**config.mk**
```make
export PLATFORM = sky130hd
export DESIGN_NAME = vga_sync_decoder
export DESIGN_NICKNAME = d
export VERILOG_FILES = /design/src/rtl/vga_sync_decoder.sv
export SDC_FILE = /design/constraint.sdc
export NUM_CORES = 1
export LEC_CHECK = 0
export BUFFER_PORTS_ARGS = -buffer_cell sky130_fd_sc_hd__buf_2
export CORE_MARGIN = 2
export CORE_UTILIZATION = 26
export DETAILED_ROUTE_END_ITERATION = 12
export HOLD_SLACK_MARGIN = 0.05
export PLACE_DENSITY = 0.45
export SYNTH_ARGS = -nofsm -noshare
export SYNTH_HDL_FRONTEND = slang
export SYNTH_SLANG_ARGS = --single-unit
```
**constraint.sdc**
```tcl
create_clock -name clk -period 3.8 [get_ports clk]
set_input_delay 0.57 -clock clk [delete_from_list [all_inputs] [get_ports clk]]
set_output_delay 0.57 -clock clk [all_outputs]
set_load 0.01 [all_outputs]
```
**src/rtl/vga_sync_decoder.sv**
```systemverilog
// vga_sync_decoder: rebuilds pixel coordinates, active-video and lock status from a VGA hsync/vsync/rgb stream
// Inputs : clk, reset (async, active-low), pix_tick (pixel-rate enable), hsync/vsync (active-low), rgb_in[2:0]
// Outputs: dec_x/dec_y (active coordinates, 0 outside), dec_video_on, dec_rgb (blanked outside active),
//          locked, frame_start/line_err/frame_err (one-clk pulses)
// Option : FRAME_SUM_EN adds frame_sum[23:0], the sum of rgb_in over the active pixels of the previous frame
module vga_sync_decoder #(
    parameter int H_ACTIVE = 640,
    parameter int H_SYNC   = 96,
    parameter int H_BP     = 48,
    parameter int H_TOTAL  = 800,
    parameter int V_ACTIVE = 480,
    parameter int V_SYNC   = 2,
    parameter int V_BP     = 33,
    parameter int V_TOTAL  = 525
) (
    input  logic        clk,
    input  logic        reset,
    input  logic        pix_tick,
    input  logic        hsync,
    input  logic        vsync,
    input  logic [2:0]  rgb_in,
    output logic [9:0]  dec_x,
    output logic [9:0]  dec_y,
    output logic        dec_video_on,
    output logic [2:0]  dec_rgb,
    output logic        locked,
    output logic        frame_start,
    output logic        line_err,
`ifdef FRAME_SUM_EN
    output logic [23:0] frame_sum,
`endif
    output logic        frame_err
);
    localparam int H_START = H_SYNC + H_BP;
    localparam int V_START = V_SYNC + V_BP;

    typedef enum logic [1:0] {SEARCH, MEASURE, LOCKED} state_t;
    state_t state, state_nx;
    logic hs_d, vs_d, frame_good, frame_good_nx, line_err_nx, frame_err_nx;
    logic hs_fall, vs_fall, line_bad, frame_bad, active;
    logic [9:0] hcnt, vline, hcnt_nx, vline_nx;

    // Counter values are those of the sample being taken, so outputs describe that sample one clk later
    always_comb begin
        hs_fall   = pix_tick && !hsync && hs_d;
        vs_fall   = pix_tick && !vsync && vs_d;
        hcnt_nx   = hs_fall ? 10'd0 : (hcnt == 10'd1023 ? hcnt : hcnt + 10'd1);
        vline_nx  = vs_fall ? 10'd0 : (hs_fall && vline != 10'd1023) ? vline + 10'd1 : vline;
        line_bad  = hs_fall && ({1'b0, hcnt} + 11'd1 != 11'(H_TOTAL));
        frame_bad = vs_fall && ({1'b0, vline} + 11'd1 != 11'(V_TOTAL));
        active    = hcnt_nx >= 10'(H_START) && hcnt_nx < 10'(H_START + H_ACTIVE) &&
                    vline_nx >= 10'(V_START) && vline_nx < 10'(V_START + V_ACTIVE);
    end

    always_comb begin
        state_nx      = state;
        frame_good_nx = frame_good;
        line_err_nx   = 1'b0;
        frame_err_nx  = 1'b0;
        if (pix_tick) begin
            // A saturated line counter means hsync has gone away: drop back to acquisition silently
            if (hcnt_nx == 10'd1023)
                state_nx = SEARCH;
            else if (state == SEARCH) begin
                if (vs_fall) begin
                    state_nx      = MEASURE;
                    frame_good_nx = 1'b1;
                end
            end else begin
                line_err_nx  = line_bad;
                frame_err_nx = frame_bad;
                if (state == MEASURE) begin
                    if (line_bad)
                        frame_good_nx = 1'b0;
                    if (vs_fall) begin
                        state_nx      = (frame_good && !line_bad && !frame_bad) ? LOCKED : MEASURE;
                        frame_good_nx = 1'b1;
                    end
                end else if (line_bad || frame_bad) begin
                    state_nx      = MEASURE;
                    // A bad line taints the frame it sits in, unless a new frame starts right here
                    frame_good_nx = vs_fall || !line_bad;
                end
            end
        end
    end

    always_ff @(posedge clk or negedge reset) begin
        if (!reset) begin
            state        <= SEARCH;
            frame_good   <= 1'b0;
            hs_d         <= 1'b1;
            vs_d         <= 1'b1;
            hcnt         <= '0;
            vline        <= '0;
            dec_x        <= '0;
            dec_y        <= '0;
            dec_video_on <= 1'b0;
            dec_rgb      <= '0;
            frame_start  <= 1'b0;
            line_err     <= 1'b0;
            frame_err    <= 1'b0;
        end else begin
            state       <= state_nx;
            frame_good  <= frame_good_nx;
            frame_start <= vs_fall;
            line_err    <= line_err_nx;
            frame_err   <= frame_err_nx;
            if (pix_tick) begin
                hs_d         <= hsync;
                vs_d         <= vsync;
                hcnt         <= hcnt_nx;
                vline        <= vline_nx;
                dec_video_on <= active;
                dec_x        <= active ? hcnt_nx - 10'(H_START) : 10'd0;
                dec_y        <= active ? vline_nx - 10'(V_START) : 10'd0;
                dec_rgb      <= active ? rgb_in : 3'd0;
            end
        end
    end

    assign locked = (state == LOCKED);

`ifdef FRAME_SUM_EN
    logic [23:0] sum_acc;

    always_ff @(posedge clk or negedge reset) begin
        if (!reset) begin
            sum_acc   <= '0;
            frame_sum <= '0;
        end else if (vs_fall) begin
            sum_acc   <= '0;
            frame_sum <= sum_acc;
        end else if (pix_tick && active)
            sum_acc <= sum_acc + 24'(rgb_in);
    end
`endif
endmodule

```
**Word level (Yosys, flattened, before mapping)**

Index checks and enable logic that the tools add are counted.

- Add/subtract/negate cells: 6
- Order comparisons: 4
- Equality and inequality tests: 11
- Multiplexer cells: 26
- Bitwise operators: 1
- Reduce and logical (&&, ||, !) cells: 23

Operators with widths:

| operator | number |
|---|---|
| $mux W10 | 6 |
| $add A10 B1 Y11 const B | 2 |
| $ne A11 B10 Y1 const B | 2 |
| $add A10 B1 Y10 const B | 2 |
| $eq A10 B10 Y1 const B | 2 |
| $lt A10 B10 Y1 const B | 2 |
| $mux W2 | 7 |
| $logic_and A1 B1 Y1 | 12 |
| $mux W1 | 12 |
| $ge A10 B6 Y1 const B | 1 |
| $ge A10 B8 Y1 const B | 1 |
| $ne A10 B10 Y1 const B | 1 |
| $sub A10 B6 Y10 const B | 1 |
| $sub A10 B8 Y10 const B | 1 |
| $ne A3 B3 Y1 const B | 3 |
| $reduce_and A5 Y1 | 1 |
| $logic_not A1 Y1 | 4 |
| $reduce_and A4 Y1 | 1 |
| $reduce_bool A4 Y1 | 1 |
| $mux W3 | 1 |
| $reduce_bool A3 Y1 | 1 |
| $eq A2 B1 Y1 const B | 1 |
| $eq A2 B2 Y1 const B | 1 |
| $logic_not A2 Y1 | 1 |
| 3 further kinds | 4 |

- Register bits after elaboration: 52
- Logic and storage cells: 84

**Logic depth before layout (Yosys ltp)**

Gate-level depths: netlist of the first run.

- Depth after elaboration: 12
- Gate-level depth with buffers: 13
- Depth with buffers taken out: 11

**Worst setup path before layout of the first run**

OpenSTA, ideal clock, no wires.

- Path kind: in2reg
- From: input port pix_tick
- To: register dec_video_on
- Arrival time: 2.952 ns
- Path slack: 0.716 ns
- Stages: 13
- Cell sequence: buf_2 -> and3b_1 -> buf_2 -> buf_1 -> o311ai_0 -> o21a_1 -> nor2_1 -> ha_1 -> nor4_2 -> nor3_1 -> o31ai_4 -> buf_2 -> o21ai_1

- Word-level cells in the longest chain between the ends: 8
- Elaborated cells between the ends (all ways): 15

RTL lines:

| what | RTL line | source |
|---|---|---|
| start: declaration | 18 | `input logic pix_tick,` |
| $logic_and A1 B1 Y1 (2 in series) | 45 | `hs_fall = pix_tick && !hsync && hs_d;` |
| $logic_and A1 B1 Y1 | 48 | `vline_nx = vs_fall ? 10'd0 : (hs_fall && vline != 10'd1023) ? vline + 10'd1 : vline;` |
| $mux W10 | 48 |  |
| $mux W10 (*) | 48 |  |
| net vline_nx[1] | 41 | `logic [9:0] hcnt, vline, hcnt_nx, vline_nx;` |
| $ge A10 B6 Y1 | 52 | `vline_nx >= 10'(V_START) && vline_nx < 10'(V_START + V_ACTIVE);` |
| $logic_and A1 B1 Y1 | 51 | `active = hcnt_nx >= 10'(H_START) && hcnt_nx < 10'(H_START + H_ACTIVE) &&` |
| $logic_and A1 B1 Y1 (*) | 52 |  |
| end signal: assignment | 114 | `dec_video_on <= active;` |
| end: declaration | 24 | `output logic dec_video_on,` |

Mark *: on every way through the listed nets, which the timed path passes. The rest lies on a longest branch.
A chain may end at the register's enable or synchronous reset.

**Worst setup path in the final report of the first run**

- From: register vline[0]
- To: register dec_x[1]

- Word-level cells in the longest chain between the ends: 8
- Elaborated cells between the ends (all ways): 10

RTL lines:

| what | RTL line | source |
|---|---|---|
| start: declaration | 41 |  |
| start signal: assignment | 113 | `vline <= vline_nx;` |
| parallel branches: the longest is 2 deep, another holds $add A10 B1 Y10 | - |  |
| $mux W10 (*) (2 in series) | 48 |  |
| net vline_nx[1] | 41 |  |
| $ge A10 B6 Y1 | 52 |  |
| $logic_and A1 B1 Y1 | 51 |  |
| $logic_and A1 B1 Y1 (*) | 52 |  |
| $mux W10 (*) | 115 | `dec_x <= active ? hcnt_nx - 10'(H_START) : 10'd0;` |
| end signal: assignment | 115 |  |
| end: declaration | 22 | `output logic [9:0] dec_x,` |

Mark *: on every way through the listed nets, which the timed path passes.

==> results of run 1 <==
-- metal layers --
layer | global-route usage, % | vias to the layer above | wire length, microns
li1 | - | 1274 | -
met2 | 18.2 | 78 | 3270
met3 | 1.50 | 4 | 406
met4 | 2.76 | 0 | 59
met5 | 0 | - | 0
met1 | 20.0 | 1217 | 4050
-- where the power goes --
| group | internal [W] | switching, W | leakage [nW] | total (W) |
|---|---|---|---|---|
| logic | 0.000144 | 0.000200 | 0.912 | 0.000344 |
| clock network | 0.000250 | 0.000211 | 0.0719 | 0.000461 |
| registers | 0.000598 | 0.0000734 | 0.698 | 0.000671 |
-- sequential cells by signal, indices dropped and copies added, names as in the netlist, 2 cells and up --
| signal | count |
|---|---|
| dec_x | 10 |
| dec_y | 10 |
| state | 2 |
| vline | 10 |
| hcnt | 10 |
| dec_rgb | 3 |
-- critical path: cells and delay by family (launching register included) --
kind	cells	cell delay, ns
adders and majority gates	2	0.50
buffers and inverters	2	0.47
AOI/OAI and AO/OA	4	1.25
DFF	1	0.46
and+or+nand+nor	4	0.62
-- per-stage QoR --
| step | util (%) | instances | area, sq um | setup slack (ns) |
|---|---|---|---|---|
| floorplan | - | 321 | 3100 | 0.716 |
| global placement | 30.1 | 492 | 3470 | 0.406 |
| detailed placement | 30.1 | 492 | 3470 | 0.373 |
| CTS | 31.4 | 500 | 3620 | 0.361 |
| global route | 31.4 | 500 | 3620 | 0.0698 |
| finish | 31.4 | 500 | 3620 | 0.377 |
-- path summary, 6_finish.rpt --
| kind | to | slack, ns | startpoint |
|---|---|---|---|
| worst max-delay path | dec_x[1] | 0.38 | vline[0] |
| worst min-delay path | dec_x[6] | 0.40 | reset |
| worst max register to register | dec_x[1] | 0.38 | vline[0] |
| worst min register to register | dec_x[6] | 0.48 | dec_x[6] |
| max in group asynchronous | dec_x[8] | 2.66 | reset |
| min in group clk | dec_x[6] | 0.48 | dec_x[6] |
-- layout by cell type, fill, tap and decap left out, types with 10 or more instances in the layout --
cell and n:
inv_1 15, nor3_1 14, xor2_1 10, buf_2 35
dfrtp_1 50, nand3_1 12, nor2_1 19, nand2_1 20
o21ai_0 12, buf_4 17, o2bb2ai_1 21
-- area by class of cell --
cell class	count	area [sq um]
fill	1227	7900
multi-input combinational	230	1630
sequential	52	1300
timing repair buffer	52	303
tap	143	179
clock buffer	6	129
inverter	15	56.3
clock inverter	2	17.5
-- cell families (layout without fill, tap and decap cells) --
logic type               after synthesis  in the layout
AND/OR/NAND/NOR                      106            106
AO/OA/AOI/OAI                         93             93
flip-flops                            52             52
buffers and inverters                 39             75
XOR/XNOR                              16             16
multiplexers                           8              8
adder cells (fa/ha/maj)                7              7
==> flow_metrics.env, run 1 <==
export IMPL_status="complete, but fails checks"
export IMPL_violations="DRC"
export IMPL_yosysMostFrequentCell="dfrtp_1"
export IMPL_ys_seq_area_share_pct=42.1
export IMPL_syn_area_per_cell_sq_um=9.66
export IMPL_fin_crit_sh_pct=90.1
export IMPL_layout_drive_gt1_share_pct=21.3
export IMPL_critPathSlowestCell="o311ai_0"
export IMPL_drc=1
export IMPL_fin_skew_ns=0.0121
export IMPL_grt_pass1_wl_mm=13.2
export IMPL_avgViaCountPerCell=5.15
export IMPL_synth_net_count=336
export IMPL_rsz0062_at_grt="no"
export IMPL_synth_compound_area_share_pct=23.1
export IMPL_synth_top_family_by_area="compound AO/OA/AOI/OAI gates"
export IMPL_power_density_nw_per_um2=408
export IMPL_critPathMaxStageDelay_ns=0.54
export IMPL_portBuffers=35
export IMPL_tritoncts_num_buffers=5
export IMPL_synthAdderAreaFrac_pct=2.82
export IMPL_ys_ff_latch=52
export IMPL_num_rows=39
export IMPL_path_class="flip-flop to flip-flop"
export IMPL_antenna_left=0
export IMPL_start_kind="flip-flop"
export IMPL_drtIter0Drc=117
export IMPL_dieArea_sq_um=12800
export IMPL_first_global_vias=2464
export IMPL_grt_overflow=0
export IMPL_detailed_place_hpwl_mm=5.62
export IMPL_timing_hold_ws_ns=0.398
export IMPL_die_w_microns=113
export IMPL_synth_xor_area_share_pct=4.52
export IMPL_wl_per_cell_microns=15.6
export IMPL_timing_slew_headroom_pct=40.9
export IMPL_peakVddDrop_uv=198
export IMPL_hold_path_class="input port to asynchronous set/reset pin"
export IMPL_path_cells="ha_1, nand3_1, o311ai_0, o21a_1, nor2_1, ha_1, nor4_2, buf_4, nor3_1, o31ai_4, buf_4, o32ai_1"
export IMPL_crit_fanout=18
export IMPL_syn_inst=321
export IMPL_cts_hold_buffers=0
export IMPL_drv_cap=0
export IMPL_ff2ff_path_depth=12
export IMPL_crit_arrival_ns=3.59
export IMPL_post_cts_resized=0
export IMPL_grt_use_total_pct=12.6
export IMPL_final_hold_viol_count=0
export IMPL_path_clk_slew_ns=0.07
export IMPL_yosys_area_top_type_share_pct=40.4
export IMPL_syn_cell_area_sq_um=3100
export IMPL_finalCriticalPeriod_ns=3.42
export IMPL_synth_area_top_cells="dfrtp_1 (40%), o2bb2ai_1 (5.9%), ha_1 (2.8%)"
export IMPL_cts_root_buffer_cell="clkbuf_16"
export IMPL_clkLatencyLatePin_ns=0.29
export IMPL_cts_tree="yes"
export IMPL_ys_warn_count=0
export IMPL_first_pass_iters=10
export IMPL_post_cts_buffers=0
export IMPL_start_util_pct=26.9
export IMPL_leakagePower_nw=1.68
export IMPL_grt_max_degree=39
export IMPL_h_tree_depth=2
export IMPL_num_vias=2573
export IMPL_synthSimpleGateAreaFrac_pct=19.3
export IMPL_fmax_ghz=0.292
export IMPL_synth_commonest_cells="dfrtp_1 (50), o2bb2ai_1 (21), nand2_1 (20), nor2_1 (19), inv_1 (15)"
export IMPL_async_flop_share_pct=100
export IMPL_maxSlewViolCount=0
export IMPL_yosysUniqueCellTypes=61
export IMPL_clockBufferDepth=2
export IMPL_io_pins=36
export IMPL_diodes=0
export IMPL_clock_sinks=52
export IMPL_design_power_total_w=0.00148
export IMPL_finalWirelength_mm=7.79
export IMPL_syn_to_final_growth_pct=16.6
export IMPL_synthFlopType="dfrtp_1"
export IMPL_synth_area_leader_cell="dfrtp_1"
export IMPL_worstSetupEndpointType="flip-flop"
export IMPL_required_ns=3.97
export IMPL_nets=371
export IMPL_setup_violations=0
export IMPL_setup_tns_ns=0
export IMPL_synth_edf_count=0
export IMPL_finalWeightedCongestion=0.800
export IMPL_core_area_sq_um=11500
export IMPL_synth_mux_area_share_pct=2.78
export IMPL_die_y_microns=113
export IMPL_antenna_found_initial=0
export IMPL_tightest_slew_ns=0.887
Note: power is estimated with default switching activity, not from simulation.
==> run 2: changes to the inputs <==
==> constraint.sdc (replaced) <==
create_clock -name clk -period 4.1 [get_ports clk]
set_input_delay 0.615 -clock clk [delete_from_list [all_inputs] [get_ports clk]]
set_output_delay 0.615 -clock clk [all_outputs]
set_load 0.01 [all_outputs]
==> flow_metrics.env, run 2 (same netlist as run 1, synthesis figures left out) <==
export IMPL_fin_crit_sh_pct=84.3
export IMPL_setup_tns_ns=0
export IMPL_portBuffers=35
export IMPL_num_rows=39
export IMPL_power_density_nw_per_um2=382
export IMPL_design_power_total_w=0.00136
export IMPL_violations="DRC"
export IMPL_drv_cap=0
export IMPL_pwr_share_comb_pct=22.8
export IMPL_finalWirelength_mm=7.88
export IMPL_rsz0062_at_grt="no"
export IMPL_crit_fanout=17
export IMPL_mostFrequentLayoutCells="dfrtp_1 (50), buf_2 (35), o2bb2ai_1 (21)"
export IMPL_r2r_slack_ns=0.64
export IMPL_clock_sinks=52
export IMPL_first_pass_iters=8
export IMPL_required_ns=4.30
export IMPL_tightest_slew_ns=0.938
export IMPL_crit_start="vline[0]"
export IMPL_power_share_sequential_pct=45.9
export IMPL_avgViaCountPerCell=5.11
export IMPL_cp_num_buf_inv=1
export IMPL_start_kind="flip-flop"
export IMPL_drt_met1_wl_mm=4.12
export IMPL_timing_slew_headroom_pct=37.4
export IMPL_clkLatencyLatePin_ns=0.29
export IMPL_grt_pass1_wl_mm=13.3
export IMPL_cts_tree="yes"
export IMPL_start_util_pct=26.9
export IMPL_path_clk_slew_ns=0.07
export IMPL_antenna_left=0
export IMPL_nets=365
export IMPL_detailed_place_hpwl_mm=5.82
export IMPL_fmax_ghz=0.289
export IMPL_path_cells="ha_1, nand3_1, o311ai_0, o21a_1, nor2_1, ha_1, nor4_2, and4_1, o31ai_4, buf_4, o32ai_1"
export IMPL_setup_violations=0
export IMPL_die_y_microns=113
export IMPL_tritoncts_num_buffers=5
export IMPL_diodes=0
export IMPL_num_vias=2525
export IMPL_r2r_end="dec_x[7]"
export IMPL_grt_max_degree=33
export IMPL_hold_path_class="input port to asynchronous set/reset pin"
export IMPL_final_hold_viol_count=0
export IMPL_ff2ff_path_depth=11
export IMPL_finalCriticalPeriod_ns=3.46
export IMPL_finalWeightedCongestion=0.815
export IMPL_first_global_vias=2427
export IMPL_status="complete, but fails checks"
export IMPL_antenna_found_initial=0
export IMPL_core_area_sq_um=11500
export IMPL_layout_drive_gt1_share_pct=19.9
export IMPL_fin_skew_ns=0.00719
export IMPL_drtIter0Drc=111
export IMPL_final_common_cell="dfrtp_1"
export IMPL_p_sw_w=0.000453
export IMPL_cts_root_buffer_cell="clkbuf_16"
export IMPL_peakVddDrop_uv=196
export IMPL_wl_met3_microns=375
export IMPL_leakagePower_nw=1.65
export IMPL_crit_arrival_ns=3.65
export IMPL_top_layer="met4"
export IMPL_clockBufferDepth=2
export IMPL_critPathMaxStageDelay_ns=0.52
export IMPL_critPathSlowestCell="o311ai_0"
export IMPL_h_tree_depth=2
export IMPL_path_delay_family="compound AO/OA/AOI/OAI gates"
export IMPL_wl_met2_mm=3.31
export IMPL_power_internal_w=0.000909
export IMPL_grt_use_total_pct=12.8
export IMPL_post_cts_buffers=0
export IMPL_drc=1
export IMPL_clkPwrFrac_pct=31.3
export IMPL_reg2reg_from="vline[0]"
export IMPL_swShare_pct=33.3
export IMPL_syn_to_final_growth_pct=15.1
export IMPL_cp_common_cell="ha_1"
export IMPL_dieArea_sq_um=12800
export IMPL_io_pins=36
export IMPL_grt_overflow=0
export IMPL_maxSlewViolCount=0
export IMPL_cts_hold_buffers=0
export IMPL_worstSetupEndpointType="flip-flop"
export IMPL_die_w_microns=113
export IMPL_post_cts_resized=0
export IMPL_path_class="flip-flop to flip-flop"
export IMPL_wl_per_cell_microns=15.9
[run 2: through the flow]
stage | hold WS (ns) | std cells | setup WS [ns] | utilization (%) | instance area (sq um)
after detailed placement | 0.470 | 486 | 0.501 | 29.7 | 3420
after global placement | 0.468 | 486 | 0.649 | 29.7 | 3420
final | 0.341 | 494 | 0.642 | 31.0 | 3570
after CTS | 0.361 | 494 | 0.647 | 31.0 | 3570
after floorplan | 0.319 | 321 | 0.971 | - | 3100
after global routing | 0.389 | 494 | 0.332 | 31.0 | 3570
[run 2: metal layers]
metal,track usage (%),vias up
met3,1.98,4
met4,2.93,0
met1,20.2,1213
li1,-,1255
met2,18.1,53
met5,0,-
[run 2: worst max-delay path by stage]
stage                        end  slack (ns)  cells after the start
detailed placement      dec_x[7]        0.50                     10
CTS                     dec_x[7]        0.65                     11
floorplan           dec_video_on        0.97                     13
global route            dec_x[7]        0.33                     11
finish                  dec_x[7]        0.64                     11
global placement        dec_x[7]        0.65                     10
[run 2: cell type report]
cell class	instances	area [sq um]
Sequential cell	52	1300
Timing Repair Buffer	46	258
Clock buffer	6	129
Fill cell	1210	7950
Multi-Input combinational cell	230	1630
Tap cell	143	179
Clock inverter	2	16.3
Inverter	15	56.3
[run 2: worst reg2reg max path: stages, from the launching register on]
cell,delay (ns)
dfrtp_1,0.47
ha_1,0.28
nand3_1,0.24
o311ai_0,0.52
o21a_1,0.21
nor2_1,0.05
ha_1,0.25
nor4_2,0.48
and4_1,0.30
o31ai_4,0.07
buf_4,0.23
o32ai_1,0.28
[run 2: power groups by stage]
stage | clock network [W] | registers (W) | logic [W]
6_report | 0.000427 | 0.000625 | 0.000311
5_1_grt | 0.000467 | 0.000634 | 0.000357
4_1_cts | 0.000443 | 0.000624 | 0.000314
3_5_place_dp | 0 | 0.000634 | 0.000313
3_3_place_gp | 0 | 0.000634 | 0.000316
2_1_floorplan | 0 | 0.000603 | 0.000244
==> run 3: changes to the inputs <==
==> constraint.sdc (replaced) <==
create_clock -name clk -period 3.25 [get_ports clk]
set_input_delay 0.4875 -clock clk [delete_from_list [all_inputs] [get_ports clk]]
set_output_delay 0.4875 -clock clk [all_outputs]
set_load 0.01 [all_outputs]
==> flow_metrics.env, run 3 (same netlist as run 1, synthesis figures left out) <==
export IMPL_status="complete, but fails checks"
export IMPL_violations="DRC"
export IMPL_num_rows=39
export IMPL_tightest_slew_ns=0.752
export IMPL_ff2ff_path_depth=9
export IMPL_crit_start="hcnt[9]"
export IMPL_grt_max_degree=33
export IMPL_grt_pass1_wl_mm=13.7
export IMPL_num_vias=2618
export IMPL_die_y_microns=113
export IMPL_final_hold_viol_count=0
export IMPL_nets=383
export IMPL_start_util_pct=26.9
export IMPL_drc=1
export IMPL_layout_drive_gt1_share_pct=25.5
export IMPL_design_power_total_w=0.00184
export IMPL_grt_use_total_pct=13.2
export IMPL_portBuffers=35
export IMPL_core_area_sq_um=11500
export IMPL_cts_tree="yes"
export IMPL_critPathMaxStageDelay_ns=0.58
export IMPL_dieArea_sq_um=12800
export IMPL_setup_violations=0
export IMPL_fin_crit_sh_pct=93.5
export IMPL_fin_util_pct=32.7
export IMPL_peakVddDrop_uv=197
export IMPL_hold_path_class="input port to asynchronous set/reset pin"
export IMPL_clkLatencyLatePin_ns=0.30
export IMPL_finalCriticalPeriod_ns=3.04
export IMPL_avgViaCountPerCell=5.11
export IMPL_drv_cap=0
export IMPL_crit_end="dec_x[1]"
export IMPL_pre_cts_ws_ns=0.0816
export IMPL_grt_overflow=0
export IMPL_fin_ws_ns=0.212
export IMPL_finalWeightedCongestion=0.889
export IMPL_antenna_found_initial=0
export IMPL_cp_num_buf_inv=1
export IMPL_mostFrequentLayoutCells="dfrtp_1 (50), buf_2 (35), buf_4 (29)"
export IMPL_diodes=0
export IMPL_syn_to_final_growth_pct=21.3
export IMPL_power_density_nw_per_um2=488
export IMPL_fill_cells=1205
export IMPL_critPathSlowestCell="dfrtp_1"
export IMPL_worstSetupEndpointType="flip-flop"
export IMPL_timing_hold_ws_ns=0.128
export IMPL_finalWirelength_mm=8.19
export IMPL_required_ns=3.44
export IMPL_die_w_microns=113
export IMPL_rsz0062_at_grt="yes"
export IMPL_first_global_vias=2635
export IMPL_antenna_left=0
export IMPL_path_cells="nand4_4, or3_1, a21o_1, ha_1, a21o_1, a311oi_2, o31ai_4, buf_4, o32ai_1"
export IMPL_fin_area_sq_um=3760
export IMPL_wl_per_cell_microns=16.0
export IMPL_fin_skew_ns=0.00777
export IMPL_cts_root_buffer_cell="clkbuf_16"
export IMPL_start_kind="flip-flop"
export IMPL_drtIter0Drc=106
export IMPL_clock_sinks=52
export IMPL_maxSlewViolCount=0
export IMPL_crit_arrival_ns=3.23
export IMPL_place_area_sq_um=3560
export IMPL_detailed_place_hpwl_mm=5.98
export IMPL_r2r_slack_ns=0.21
export IMPL_r2r_end="dec_x[1]"
export IMPL_timing_slew_headroom_pct=49.6
export IMPL_reg2reg_from="hcnt[9]"
export IMPL_io_pins=36
export IMPL_path_delay_family="compound AO/OA/AOI/OAI gates"
export IMPL_cp_common_cell="a21o_1"
export IMPL_fmax_ghz=0.329
export IMPL_path_depth=9
export IMPL_first_pass_iters=8
export IMPL_leakagePower_nw=1.76
export IMPL_final_common_cell="dfrtp_1"
export IMPL_path_class="flip-flop to flip-flop"
export IMPL_path_clk_slew_ns=0.07
export IMPL_crit_fanout=18
export IMPL_clockBufferDepth=2
export IMPL_tritoncts_num_buffers=5
export IMPL_h_tree_depth=2
export IMPL_cts_hold_buffers=0
[run 3: final cells by class]
cell class	count	area [sq um]	share of cell area, %
multi-input combinational	230	1660	44.2
clock inverter	3	42.5	1.13
sequential	52	1300	34.7
clock buffer	5	125	3.33
inverter	15	56.3	1.50
timing repair buffer	64	393	10.4
tap	143	179	4.76
[run 3: repair_timing]
action,CTS,global route
resized for setup,0,7
setup endpoints to repair,0,25
setup buffers,0,0
[run 3: layer usage]
metal / part of all wire [%] / up-vias / global-route usage, %
li1: - / 1287 / -
met1: 50 / 1261 / 19.8
met2: 44 / 63 / 19.3
met3: 4.3 / 7 / 2.14
met4: 1.3 / 0 / 4.47
met5: 0 / - / 0
[run 3: power by group]
part | total, W | switching, W | internal [W] | leakage [nW]
Clock | 0.000616 | 0.000253 | 0.000362 | 0.0798
Sequential | 0.000764 | 0.0000648 | 0.000699 | 0.698
Combinational | 0.000456 | 0.000264 | 0.000192 | 0.980
[run 3: worst min path at each step]
stage          startpoint    endpoint  slack, ns  cells after the start
2_1_floorplan       reset  dec_rgb[0]       0.19                      0
3_3_place_gp        reset    dec_x[2]       0.46                      1
3_5_place_dp        reset    dec_x[5]       0.46                      1
4_1_cts             reset    dec_x[5]       0.14                      1
5_1_grt             reset  dec_rgb[0]       0.16                      1
6_report            reset    dec_x[5]       0.13                      1
[run 3: per-stage QoR]
step	instances	TNS [ns]
finish	512	0
global route	512	-0.0106
CTS	512	0
detailed placement	504	0
global placement	504	0
floorplan	321	0
